--- src/rtl/serial_sub_pkg.sv ---
// Shared definitions for the bit-serial subtractor.
// Contents: FSM state encodings and the bit-counter width helper.
// Optional feature macro used by the block: SERIAL_SUB_OVF_EN (signed overflow flag).
package serial_sub_pkg;

   typedef enum logic [1:0] {
      ST_IDLE  = 2'd0,
      ST_SHIFT = 2'd1,
      ST_DONE  = 2'd2
   } state_t;

   localparam int DEFAULT_WIDTH = 8;

   // Counter width for a given operand width.
   function automatic int cnt_width(input int width);
      return (width < 2) ? 1 : $clog2(width);
   endfunction

endpackage

--- src/rtl/serial_subtractor_if.sv ---
// Operand/result handshake bundle for serial_subtractor.
// Signals: start_valid/start_ready + a, b, bin (operand side),
//          res_valid/res_ready + diff, bout (result side), busy.
// Modports: master (operand producer / result consumer), slave (the subtractor).
// With SERIAL_SUB_OVF_EN defined, an extra ovf result flag is carried.
interface serial_subtractor_if #(
   parameter int WIDTH = 8
);
   logic             start_valid;
   logic             start_ready;
   logic [WIDTH-1:0] a;
   logic [WIDTH-1:0] b;
   logic             bin;
   logic             res_valid;
   logic             res_ready;
   logic [WIDTH-1:0] diff;
   logic             bout;
   logic             busy;
`ifdef SERIAL_SUB_OVF_EN
   logic             ovf;

   modport master (
      output start_valid, a, b, bin, res_ready,
      input  start_ready, res_valid, diff, bout, busy, ovf
   );
   modport slave (
      input  start_valid, a, b, bin, res_ready,
      output start_ready, res_valid, diff, bout, busy, ovf
   );
`else
   modport master (
      output start_valid, a, b, bin, res_ready,
      input  start_ready, res_valid, diff, bout, busy
   );
   modport slave (
      input  start_valid, a, b, bin, res_ready,
      output start_ready, res_valid, diff, bout, busy
   );
`endif
endinterface

--- src/rtl/serial_subtractor_full_subtractor.sv ---
// Combinational one-bit full subtractor: d = a - b - bin, borrow out in bout.
// Ports: a (minuend bit), b (subtrahend bit), bin (borrow in),
//        d (difference bit), bout (borrow out).
module full_subtractor (
   input  logic a,
   input  logic b,
   input  logic bin,
   output logic d,
   output logic bout
);

   assign d    = a ^ b ^ bin;
   assign bout = (~a & b) | (~(a ^ b) & bin);

endmodule

--- src/rtl/serial_subtractor.sv ---
// Bit-serial WIDTH-bit subtractor: diff = a - b - bin, LSB first, one bit per clk.
// Ports: clk, rst (synchronous, active-high), bus (serial_subtractor_if.slave):
//    operand handshake start_valid/start_ready with a, b, bin;
//    result handshake res_valid/res_ready with diff, bout; busy in SHIFT/DONE.
// Optional macro SERIAL_SUB_OVF_EN adds bus.ovf, the signed overflow of a - b.
//
// state    | meaning
// ST_IDLE  | ready for operands, last result still visible
// ST_SHIFT | one bit of the difference per clock, WIDTH clocks
// ST_DONE  | result valid, held until res_ready
module serial_subtractor
   import serial_sub_pkg::*;
#(
   parameter int WIDTH = DEFAULT_WIDTH
) (
   input  logic                clk,
   input  logic                rst,
   serial_subtractor_if.slave  bus
);

   localparam int CNT_W = cnt_width(WIDTH);

   state_t           state, state_nxt;
   logic [WIDTH-1:0] a_sh, b_sh, diff_r;
   logic             borrow, bout_r;
   logic [CNT_W-1:0] cnt;
   logic             d_bit, borrow_nxt;
   logic             accept, last_bit;
   logic             start_ready_c, res_valid_c, busy_c;

   full_subtractor u_cell (
      .a    (a_sh[0]),
      .b    (b_sh[0]),
      .bin  (borrow),
      .d    (d_bit),
      .bout (borrow_nxt)
   );

   assign last_bit = (cnt == CNT_W'(WIDTH - 1));
   assign accept   = (state == ST_IDLE) && bus.start_valid;

   always_ff @(posedge clk) begin
      if (rst) state <= ST_IDLE;
      else     state <= state_nxt;
   end

   always_comb begin
      state_nxt     = state;
      start_ready_c = 1'b0;
      res_valid_c   = 1'b0;
      busy_c        = 1'b0;
      case (state)
         ST_IDLE: begin
            start_ready_c = 1'b1;
            if (bus.start_valid) state_nxt = ST_SHIFT;
         end
         ST_SHIFT: begin
            busy_c = 1'b1;
            if (last_bit) state_nxt = ST_DONE;
         end
         ST_DONE: begin
            busy_c      = 1'b1;
            res_valid_c = 1'b1;
            if (bus.res_ready) state_nxt = ST_IDLE;
         end
         default: state_nxt = ST_IDLE;
      endcase
   end

`ifdef SERIAL_SUB_OVF_EN
   logic ovf_r;
   // On the MSB step a_sh[0]/b_sh[0] are the original sign bits and d_bit is diff's sign.
   always_ff @(posedge clk) begin
      if (rst)                              ovf_r <= 1'b0;
      else if (state == ST_SHIFT && last_bit)
         ovf_r <= (a_sh[0] != b_sh[0]) && (d_bit != a_sh[0]);
   end
   assign bus.ovf = ovf_r;
`endif

   always_ff @(posedge clk) begin
      if (rst) begin
         a_sh   <= '0;
         b_sh   <= '0;
         diff_r <= '0;
         borrow <= 1'b0;
         bout_r <= 1'b0;
         cnt    <= '0;
      end else begin
         case (state)
            ST_IDLE: begin
               if (accept) begin
                  a_sh   <= bus.a;
                  b_sh   <= bus.b;
                  borrow <= bus.bin;
                  cnt    <= '0;
               end
            end
            ST_SHIFT: begin
               diff_r <= {d_bit, diff_r[WIDTH-1:1]};
               a_sh   <= {1'b0, a_sh[WIDTH-1:1]};
               b_sh   <= {1'b0, b_sh[WIDTH-1:1]};
               borrow <= borrow_nxt;
               cnt    <= cnt + CNT_W'(1);
               if (last_bit) bout_r <= borrow_nxt;
            end
            default: ;
         endcase
      end
   end

   assign bus.start_ready = start_ready_c;
   assign bus.res_valid   = res_valid_c;
   assign bus.busy        = busy_c;
   assign bus.diff        = diff_r;
   assign bus.bout        = bout_r;

endmodule

--- src/flat_wrapper.sv ---
// flat-port wrapper written by rule: the top's interface ports become plain ports
module serial_subtractor_flat import serial_sub_pkg::*;
#(
   parameter int WIDTH = DEFAULT_WIDTH
)
  (clk, rst, bus_start_valid, bus_a, bus_b, bus_bin, bus_res_ready, bus_start_ready, bus_res_valid, bus_diff, bus_bout, bus_busy);
  serial_subtractor_if #(.WIDTH(WIDTH)) bus_i ();
  input  logic clk;
  input  logic rst;
  input wire logic [$bits(bus_i.start_valid)-1:0] bus_start_valid;
  input wire logic [$bits(bus_i.a)-1:0] bus_a;
  input wire logic [$bits(bus_i.b)-1:0] bus_b;
  input wire logic [$bits(bus_i.bin)-1:0] bus_bin;
  input wire logic [$bits(bus_i.res_ready)-1:0] bus_res_ready;
  output wire logic [$bits(bus_i.start_ready)-1:0] bus_start_ready;
  output wire logic [$bits(bus_i.res_valid)-1:0] bus_res_valid;
  output wire logic [$bits(bus_i.diff)-1:0] bus_diff;
  output wire logic [$bits(bus_i.bout)-1:0] bus_bout;
  output wire logic [$bits(bus_i.busy)-1:0] bus_busy;
  assign bus_i.start_valid = bus_start_valid;
  assign bus_i.a = bus_a;
  assign bus_i.b = bus_b;
  assign bus_i.bin = bus_bin;
  assign bus_i.res_ready = bus_res_ready;
  assign bus_start_ready = bus_i.start_ready;
  assign bus_res_valid = bus_i.res_valid;
  assign bus_diff = bus_i.diff;
  assign bus_bout = bus_i.bout;
  assign bus_busy = bus_i.busy;
  serial_subtractor #(.WIDTH(WIDTH)) u_core (.clk(clk), .rst(rst), .bus(bus_i));
endmodule
--- config.mk ---
export PLATFORM = sky130hd
export DESIGN_NAME = serial_subtractor_flat
export DESIGN_NICKNAME = d
export VERILOG_FILES = /design/src/rtl/serial_sub_pkg.sv /design/src/rtl/serial_subtractor_if.sv /design/src/rtl/serial_subtractor_full_subtractor.sv /design/src/rtl/serial_subtractor.sv /design/src/flat_wrapper.sv
export SDC_FILE = /design/constraint.sdc
export NUM_CORES = 1
export LEC_CHECK = 0
export CAP_MARGIN = 10
export CORE_UTILIZATION = 35
export DETAILED_ROUTE_END_ITERATION = 7
export PLACE_DENSITY = 0.57
export SYNTH_ARGS = -nofsm -noshare
export SYNTH_HDL_FRONTEND = slang
export SYNTH_SLANG_ARGS = --single-unit
--- constraint.sdc ---
create_clock -name clk -period 4.7 [get_ports clk]
set_input_delay 1.41 -clock clk [delete_from_list [all_inputs] [get_ports clk]]
set_output_delay 1.41 -clock clk [all_outputs]
set_load 0.005 [all_outputs]
**Yosys cells after proc, flatten, opt, wreduce, memory -nomap -nowiden**

Cells that the tools add are included.

- Multiplexer cells: 15
- Bitwise operators: 7
- $add $sub $neg: 1
- Equal/unequal tests: 7
- Reductions and logical operators: 7

Operators with widths:

| cell | number |
|---|---|
| 8-bit one-hot mux with 2 select lines | 2 |
| 8-bit two-way mux | 2 |
| 2-bit two-way mux | 3 |
| 2-bit one-hot mux with 3 select lines | 1 |
| 3-bit one-hot mux with 2 select lines | 1 |
| 1-bit two-way mux | 4 |
| 2-bit by 1-bit inequality test with 1-bit output (second input constant) | 2 |
| 2-bit inequality test (second input constant) | 2 |
| 2-bit AND reduction | 2 |
| 3-bit by 1-bit adder with 3-bit output (second input constant) | 1 |
| 3-bit equality test (second input constant) | 1 |
| 3-bit two-way mux | 1 |
| 3-bit AND reduction | 1 |
| 1-bit AND | 2 |
| 2-bit by 1-bit equality test with 1-bit output (second input constant) | 1 |
| 2-bit equality test (second input constant) | 1 |
| 2-bit zero test | 1 |
| 1-bit NOT | 2 |
| 1-bit one-hot mux with 2 select lines | 1 |
| 2-bit nonzero test | 1 |
| 2-bit OR reduction | 1 |
| 1-bit XOR | 2 |
| 1-bit logical AND | 1 |
| 1-bit bitwise OR | 1 |

- Output and inout bits: 12
- Flip-flop bits (word level): 31
- Input port bits: 21

**Longest topological paths before layout**

Gate-level depths: netlist (run 1).

- Depth after elaboration: 5
- Depth in mapped cells: 7
- Mapped depth without buffers: 5

**Modules after synthesis**

Synthesis (run 1) repeated with hierarchy kept, for this count alone.

- Cell total of the unflattened synthesis: 146
- Area total of the unflattened synthesis: 1515.2 sq um

Modules (own cells, without submodules):

| module | cells each | times used | area an instance (sq um) |
|---|---|---|---|
| serial_subtractor | 142 | 1 | 1483.9 |
| full_subtractor | 4 | 1 | 31.3 |

**Worst setup path after synthesis (run 1)**

OpenSTA, ideal clock, no wires.

- Path kind: input -> register
- Start: input rst
- End: register u_core.cnt[0]
- Setup time: 0.146 ns
- Stages on the path: 3
- Setup slack: 2.508 ns
- Arrival time: 2.046 ns
- Path through: clkbuf_1 -> clkbuf_1 -> a21oi_1

RTL lines:

| element | line | text |
|---|---|---|
| from (decl) | flat_wrapper.sv:9 | `input logic rst;` |
| to (signal assigned) | serial_subtractor.sv:104 | `cnt <= cnt + CNT_W'(1);` |
| to (decl) | serial_subtractor.sv:26 | `logic [CNT_W-1:0] cnt;` |

No word-level cell between the ends.

**Worst setup path in the final report (run 1)**

- Start: register u_core.state[0]
- End: output bus_start_ready

- Cells in the longest elaborated chain, start to end: 2

RTL lines:

| element | line | text |
|---|---|---|
| from (decl) | serial_subtractor.sv:23 | `state_t state, state_nxt;` |
| from (signal assigned) | serial_subtractor.sv:44 | `else state <= state_nxt;` |
| 2-bit zero test | serial_subtractor.sv:52 | `case (state)` |
| 1-bit two-way mux | serial_subtractor.sv:52 |  |
| to (decl) | flat_wrapper.sv:15 | `output wire logic [$bits(bus_i.start_ready)-1:0] bus_start_ready;` |

No other way between the ends.

==> flow_summary_export.csv, run 1 <==
group,metric,value,unit
run_status,status,"complete, no violations",
clock_network,cts-resized-gates,0,
sta,grt_setup_unrepaired,"no",
critical_path,r2r_cells,6,
synth,synth_cell_types,23,
place,place.gp.congestion,0.728,
power,ir_drop,0.208,mV
sta,worst_slew_pin_slew,0.833,ns
place,dp_slack,1.60,ns
die,die_h,67.6,um
clock_network,numCtsBuffers,5,
clock_network,root_buffer,"clkbuf_8",
place,io_buffers,32,
layout,drive_above_1_share,0.145,
power,finalPower,871,uW
critical_path,r2r_start,"u_core.state[1]",
layout,syn_to_final_growth,27.2,%
detailed_routing,first_pass_iters,4,
clock_network,cts_tree,"built",
clock_network,h-tree-depth,2,
run,maxCapViolations,0,
sta,period_needed,3.05,ns
die,core,0.00406,mm^2
synth,ys_seq_area_frac,0.412,
critical_path,criticalPathCategory,"reg2out",
sta,drv_slew,0,
sta,finalClockSkew,0.00492,ns
clock_network,clk_pin_slew_worst_paths,0.07,ns
critical_path,cp.arrival,1.64,ns
min_path,worstHoldEndpoint,"u_core.cnt[0]",
synth,synth-seq-cells,31,
synth,synthesis.nets,171,
sta,fin_tns_setup,0,ns
sta,final.period_utilization,0.649,
die,start_util,0.372,
clock_network,clock_latency,0.28,ns
min_path,min_path_cells,2,
clock_network,clock_path_buffers,2,
die,die_w,67.6,um
synth,synth_top_area_frac,0.412,
critical_path,critPathMaxFanout,9,
detailed_routing,drtAntennaViolNets,0,
sta,max_freq,328,MHz
place,dpl.hpwl,2.00,mm
critical_path,worstPathRequired,3.29,ns
synth,synth_cells,144,
detailed_routing,viasPerCell,4.89,
place,dpl.cell_count,215,
clock_network,clock_sinks,31,
critical_path,timing.reg2reg.setup_slack,2.34,ns
critical_path,start_kind,"flop",
die,core.rowCount,23,
synth,yosysWarnings,0,
power,power_leakage,0.000704,uW
detailed_routing,drcViolationCount,0,
synth,synth_area_leader_cell,"dfxtp_1",
power,cellPowerDensity,454,mW/mm^2
min_path,hold_path.class,"reg2reg",
synth,syn-cell-area,0.00151,mm^2
detailed_routing,dr_total_vias,1090,
detailed_routing,wl_per_cell,13.0,um
global_routing,grt.total_usage,0.142,
clock_network,post-cts-setup-buffers,0,
clock_network,holdBufCountCts,0,
global_routing,overflow,0,
sta,hold_viol,0,
sta,slew_headroom,0.444,
critical_path,cp-end-kind,"output port",
detailed_routing,routed_wl,2.91,mm
sta,finalSetupViolCount,0,
sta,hold-worst-slack,0.482,ns
global_routing,grt_start_max_net_pins,31,
layout,stdcell_count,223,
global_routing,antenna_found_initial,0,
detailed_routing,drt_iter0_markers,30,
synth,synth.area.top_cells,"dfxtp_1 (41%), mux2i_1 (16%), a211oi_2 (12%)",
min_path,min_from,"u_core.cnt[0]",
layout,nets,199,
critical_path,reg2reg_to,"u_core.a_sh[2]",
synth,synth_area_per_cell,10.5,um^2
die,dieArea,0.00457,mm^2
sta,finalWorstSetupSlack,1.65,ns
global_routing,grt_pass1_vias,1041,
layout,diodes,0,
global_routing,grt_first_pass_wirelength,4.68,mm
die,io-pin-count,33,
synth_stat cells:
library cell,n
nor2_1,25
nand2_1,1
o32ai_1,2
mux2_4,1
a32oi_1,2
a211oi_2,15
clkbuf_4,1
nor2b_1,3
o211ai_1,1
inv_1,5
a21oi_1,3
a311oi_1,2
buf_6,3
nand2b_1,6
mux2i_1,24
clkbuf_1,3
buf_4,2
nand3b_1,1
buf_2,4
ha_1,5
dfxtp_1,31
fa_1,1
a31oi_1,3
sequential cells by signal, indices dropped and copies added, names as in the netlist:
name and count:
u_core.bus.bout 1, u_core.state 2, u_core.cnt 3, u_core.borrow 1, u_core.b_sh 8, u_core.bus.diff 8, u_core.a_sh 8
layer usage:
metal,vias to the layer above,share of wire,GRT usage
met4,0,0.0079,0.0559
met5,-,0,0
met3,2,0.050,0.0625
met2,25,0.48,0.229
li1,560,-,-
met1,503,0.46,0.164
worst max path at each step:
stage,start,to,slack [ns]
after floorplan,rst,u_core.cnt[0],2.51
after global placement,rst,u_core.a_sh[7],1.65
after detailed placement,rst,u_core.a_sh[7],1.60
after CTS,u_core.state[0],bus_start_ready,1.64
after global routing,u_core.state[0],bus_start_ready,1.56
final,u_core.state[0],bus_start_ready,1.65
placed cells by master (no fill, tap or decap), types with 3 or more instances in the layout:
cell,instances
mux2i_1,24
a211oi_2,15
dfxtp_1,31
nand2b_1,6
inv_1,5
nor2_1,25
clkdlybuf4s50_1,32
a31oi_1,3
nor2b_1,3
ha_1,5
clkbuf_8,7
a21oi_1,3
logic make-up (layout without fill, tap and decap cells):
logic type	Yosys count	after routing	synth area share
AND/OR/NAND/NOR	36	36	0.107
multiplexers	25	25	0.169
buffers and inverters	18	47	0.0705
flip-flops	31	31	0.412
AO/OA/AOI/OAI	28	28	0.187
adder cells (fa/ha/maj)	6	6	0.0548
cell type report:
class,count,area [um^2]
inverter,5,18.8
fill,362,2140
timing repair buffer,34,335
tap,50,62.6
sequential,31,621
multi-input combinational,95,781
clock buffer,8,100
through the flow:
step,utilization,instance area (um^2)
finish,0.473,1920
global route,0.473,1920
CTS,0.473,1920
detailed placement,0.448,1820
global placement,0.448,1820
floorplan,-,1510
power breakdown:
group          total [uW]  internal, uW  switching [uW]
clock network         230           134            96.5
registers             334           308            26.0
logic                 308           145             163
total                 871           586             285
critical path: stages, from the launching register on:
cell	delay (ns)
dfxtp_1	0.33
inv_1	0.08
ha_1	0.37
clkdlybuf4s50_1	0.58
Note: power is estimated with default switching activity, not from simulation.
==> run 2: changes to the inputs <==
--- a/config.mk
+++ b/config.mk
@@ -8,7 +8,7 @@
 export CAP_MARGIN = 10
 export CORE_UTILIZATION = 35
 export DETAILED_ROUTE_END_ITERATION = 7
-export PLACE_DENSITY = 0.57
+export PLACE_DENSITY = 0.59
 export SYNTH_ARGS = -nofsm -noshare
 export SYNTH_HDL_FRONTEND = slang
 export SYNTH_SLANG_ARGS = --single-unit
==> constraint.sdc (replaced) <==
create_clock -name clk -period 2.8 [get_ports clk]
set_input_delay 0.84 -clock clk [delete_from_list [all_inputs] [get_ports clk]]
set_output_delay 0.84 -clock clk [all_outputs]
set_load 0.005 [all_outputs]
==> run 2 against run 1 <==
Against the previous run:
- cell count is 0.45% higher
- setup slack worse by 1.3 ns
- register-to-register slack worse by 1.2 ns
- hold slack worse by 0.0025 ns
- combinational power is 68% higher
- wire length is 1.8% lower
- cell area is 0.91% higher
- clock skew is 0.0022 ns lower
- critical path type unchanged
- sequential share of layout area is 0.29 points lower
- via count is 1.3% higher
- first-iteration DRC count is 13% higher
==> flow_summary_export.csv, run 2 (synthesized netlist as in run 1, its figures left out) <==
group,metric,value,unit
sta,finalClockSkew,0.00275,ns
critical_path,criticalPathCategory,"reg2out",
layout,drive_above_1_share,0.149,
critical_path,cp_slowest_stage_delay,0.59,ns
clock_network,cts_tree,"built",
detailed_routing,drt_iter0_markers,34,
layout,post-route-util,0.477,
global_routing,grt.total_usage,0.144,
sta,grt_setup_unrepaired,"no",
layout,layout_commonest_cell,"clkdlybuf4s50_1",
run_status,status,"complete, no violations",
power,ir_drop,0.357,mV
place,io_buffers,32,
detailed_routing,viasPerCell,4.93,
global_routing,antenna_found_initial,0,
clock_network,numCtsBuffers,5,
die,die_h,67.6,um
power,power_leakage,0.000714,uW
clock_network,h-tree-depth,2,
sta,drv_slew,0,
layout,n_fill_cell,386,
clock_network,cts-resized-gates,0,
place,place.gp.congestion,0.682,
clock_network,post-cts-setup-buffers,0,
detailed_routing,dr_total_vias,1104,
die,io-pin-count,33,
global_routing,overflow,0,
critical_path,worstPathRequired,1.96,ns
clock_network,holdBufCountCts,0,
global_routing,grt_first_pass_wirelength,4.81,mm
layout,final_cell_mix,"clkdlybuf4s50_1 (32), dfxtp_1 (31), nor2_1 (25)",
critical_path,critPathMaxFanout,9,
die,core.rowCount,23,
power,cellPowerDensity,771,mW/mm^2
run,maxCapViolations,0,
critical_path,cp_cell_sequence,"inv_1 > ha_1 > clkdlybuf4s50_1",
die,start_util,0.372,
critical_path,cp-end-kind,"output port",
place,dpl.hpwl,1.99,mm
min_path,hold_path.class,"reg2reg",
global_routing,grt_pass1_vias,1105,
layout,multiInputGateArea,781,um^2
layout,regArea,621,um^2
sta,max_freq,402,MHz
sta,finalSetupViolCount,0,
layout,syn_to_final_growth,28.4,%
sta,hold_viol,0,
detailed_routing,drcViolationCount,0,
detailed_routing,routed_wl,2.86,mm
clock_network,clk_pin_slew_worst_paths,0.06,ns
clock_network,root_buffer,"clkbuf_8",
global_routing,grt_start_max_net_pins,31,
die,core,0.00406,mm^2
detailed_routing,wl_per_cell,12.8,um
clock_network,clock_sinks,31,
critical_path,cp.arrival,1.65,ns
detailed_routing,first_pass_iters,3,
layout,diodes,0,
sta,final.period_utilization,0.889,
critical_path,timing.reg2reg.setup_slack,1.16,ns
die,die_w,67.6,um
die,dieArea,0.00457,mm^2
sta,slew_headroom,0.752,
sta,fin_tns_setup,0,ns
layout,nets,201,
critical_path,start_kind,"flop",
place,dpl.cell_count,217,
layout,stdcell_count,224,
sta,worst_slew_pin_slew,0.372,ns
clock_network,clock_path_buffers,2,
clock_network,clock_latency,0.28,ns
critical_path,slowest_stage,"clkdlybuf4s50_1",
detailed_routing,drtAntennaViolNets,0,
sta,period_needed,2.49,ns
run 2: critical path: cells and delay by family, from the launching register on:
family / cells / cell delay [ns]
buf+inv: 2 / 0.67
fa+ha+maj: 1 / 0.38
flops: 1 / 0.33
run 2: report_power, final:
group	switching (uW)	leakage (uW)	internal [uW]	total, uW
Sequential	42.2	0.000254	517	559
Clock	155	0.0000513	260	415
Combinational	272	0.000408	246	518
run 2: area by class of cell:
cell class / count / share of cell area
flip-flops and latches: 31 / 0.321
repair buffers: 36 / 0.181
clock inverters: 1 / 0.0155
multi-input cells: 95 / 0.403
well taps: 50 / 0.0323
clock buffers: 6 / 0.0375
inverters: 5 / 0.00970
run 2: final timing paths:
kind                         from              end  cells past startpoint
setup / recovery  u_core.state[0]  bus_start_ready                      3
hold / removal      u_core.cnt[0]    u_core.cnt[0]                      2
setup reg to reg  u_core.state[0]   u_core.b_sh[3]                      5
hold reg to reg     u_core.cnt[0]    u_core.cnt[0]                      2
run 2: metal layers:
layer | vias to the layer above | track usage | part of all wire
met5 | - | 0 | 0
li1 | 563 | - | -
met2 | 23 | 0.236 | 0.46
met3 | 7 | 0.0591 | 0.060
met1 | 511 | 0.163 | 0.46
met4 | 0 | 0.0638 | 0.018
run 2: per-stage QoR:
stage	setup slack (ns)	area, um^2	hold slack [ns]	total power (uW)
3_3_place_gp	0.647	1830	0.452	1080
6_report	0.310	1940	0.479	1490
4_1_cts	0.312	1940	0.483	1520
3_5_place_dp	0.588	1830	0.475	1090
5_1_grt	0.235	1940	0.525	1600
2_1_floorplan	1.18	1510	0.444	1000
==> run 3: changes to the inputs <==
--- a/config.mk
+++ b/config.mk
@@ -7,6 +7,7 @@
 export LEC_CHECK = 0
 export CAP_MARGIN = 10
 export CORE_UTILIZATION = 35
+export CTS_CLUSTER_SIZE = 14
 export DETAILED_ROUTE_END_ITERATION = 7
 export PLACE_DENSITY = 0.59
 export SYNTH_ARGS = -nofsm -noshare
==> results of run 3 <==
Same layout as run 2: the final DEF is identical, and so are final timing and power.
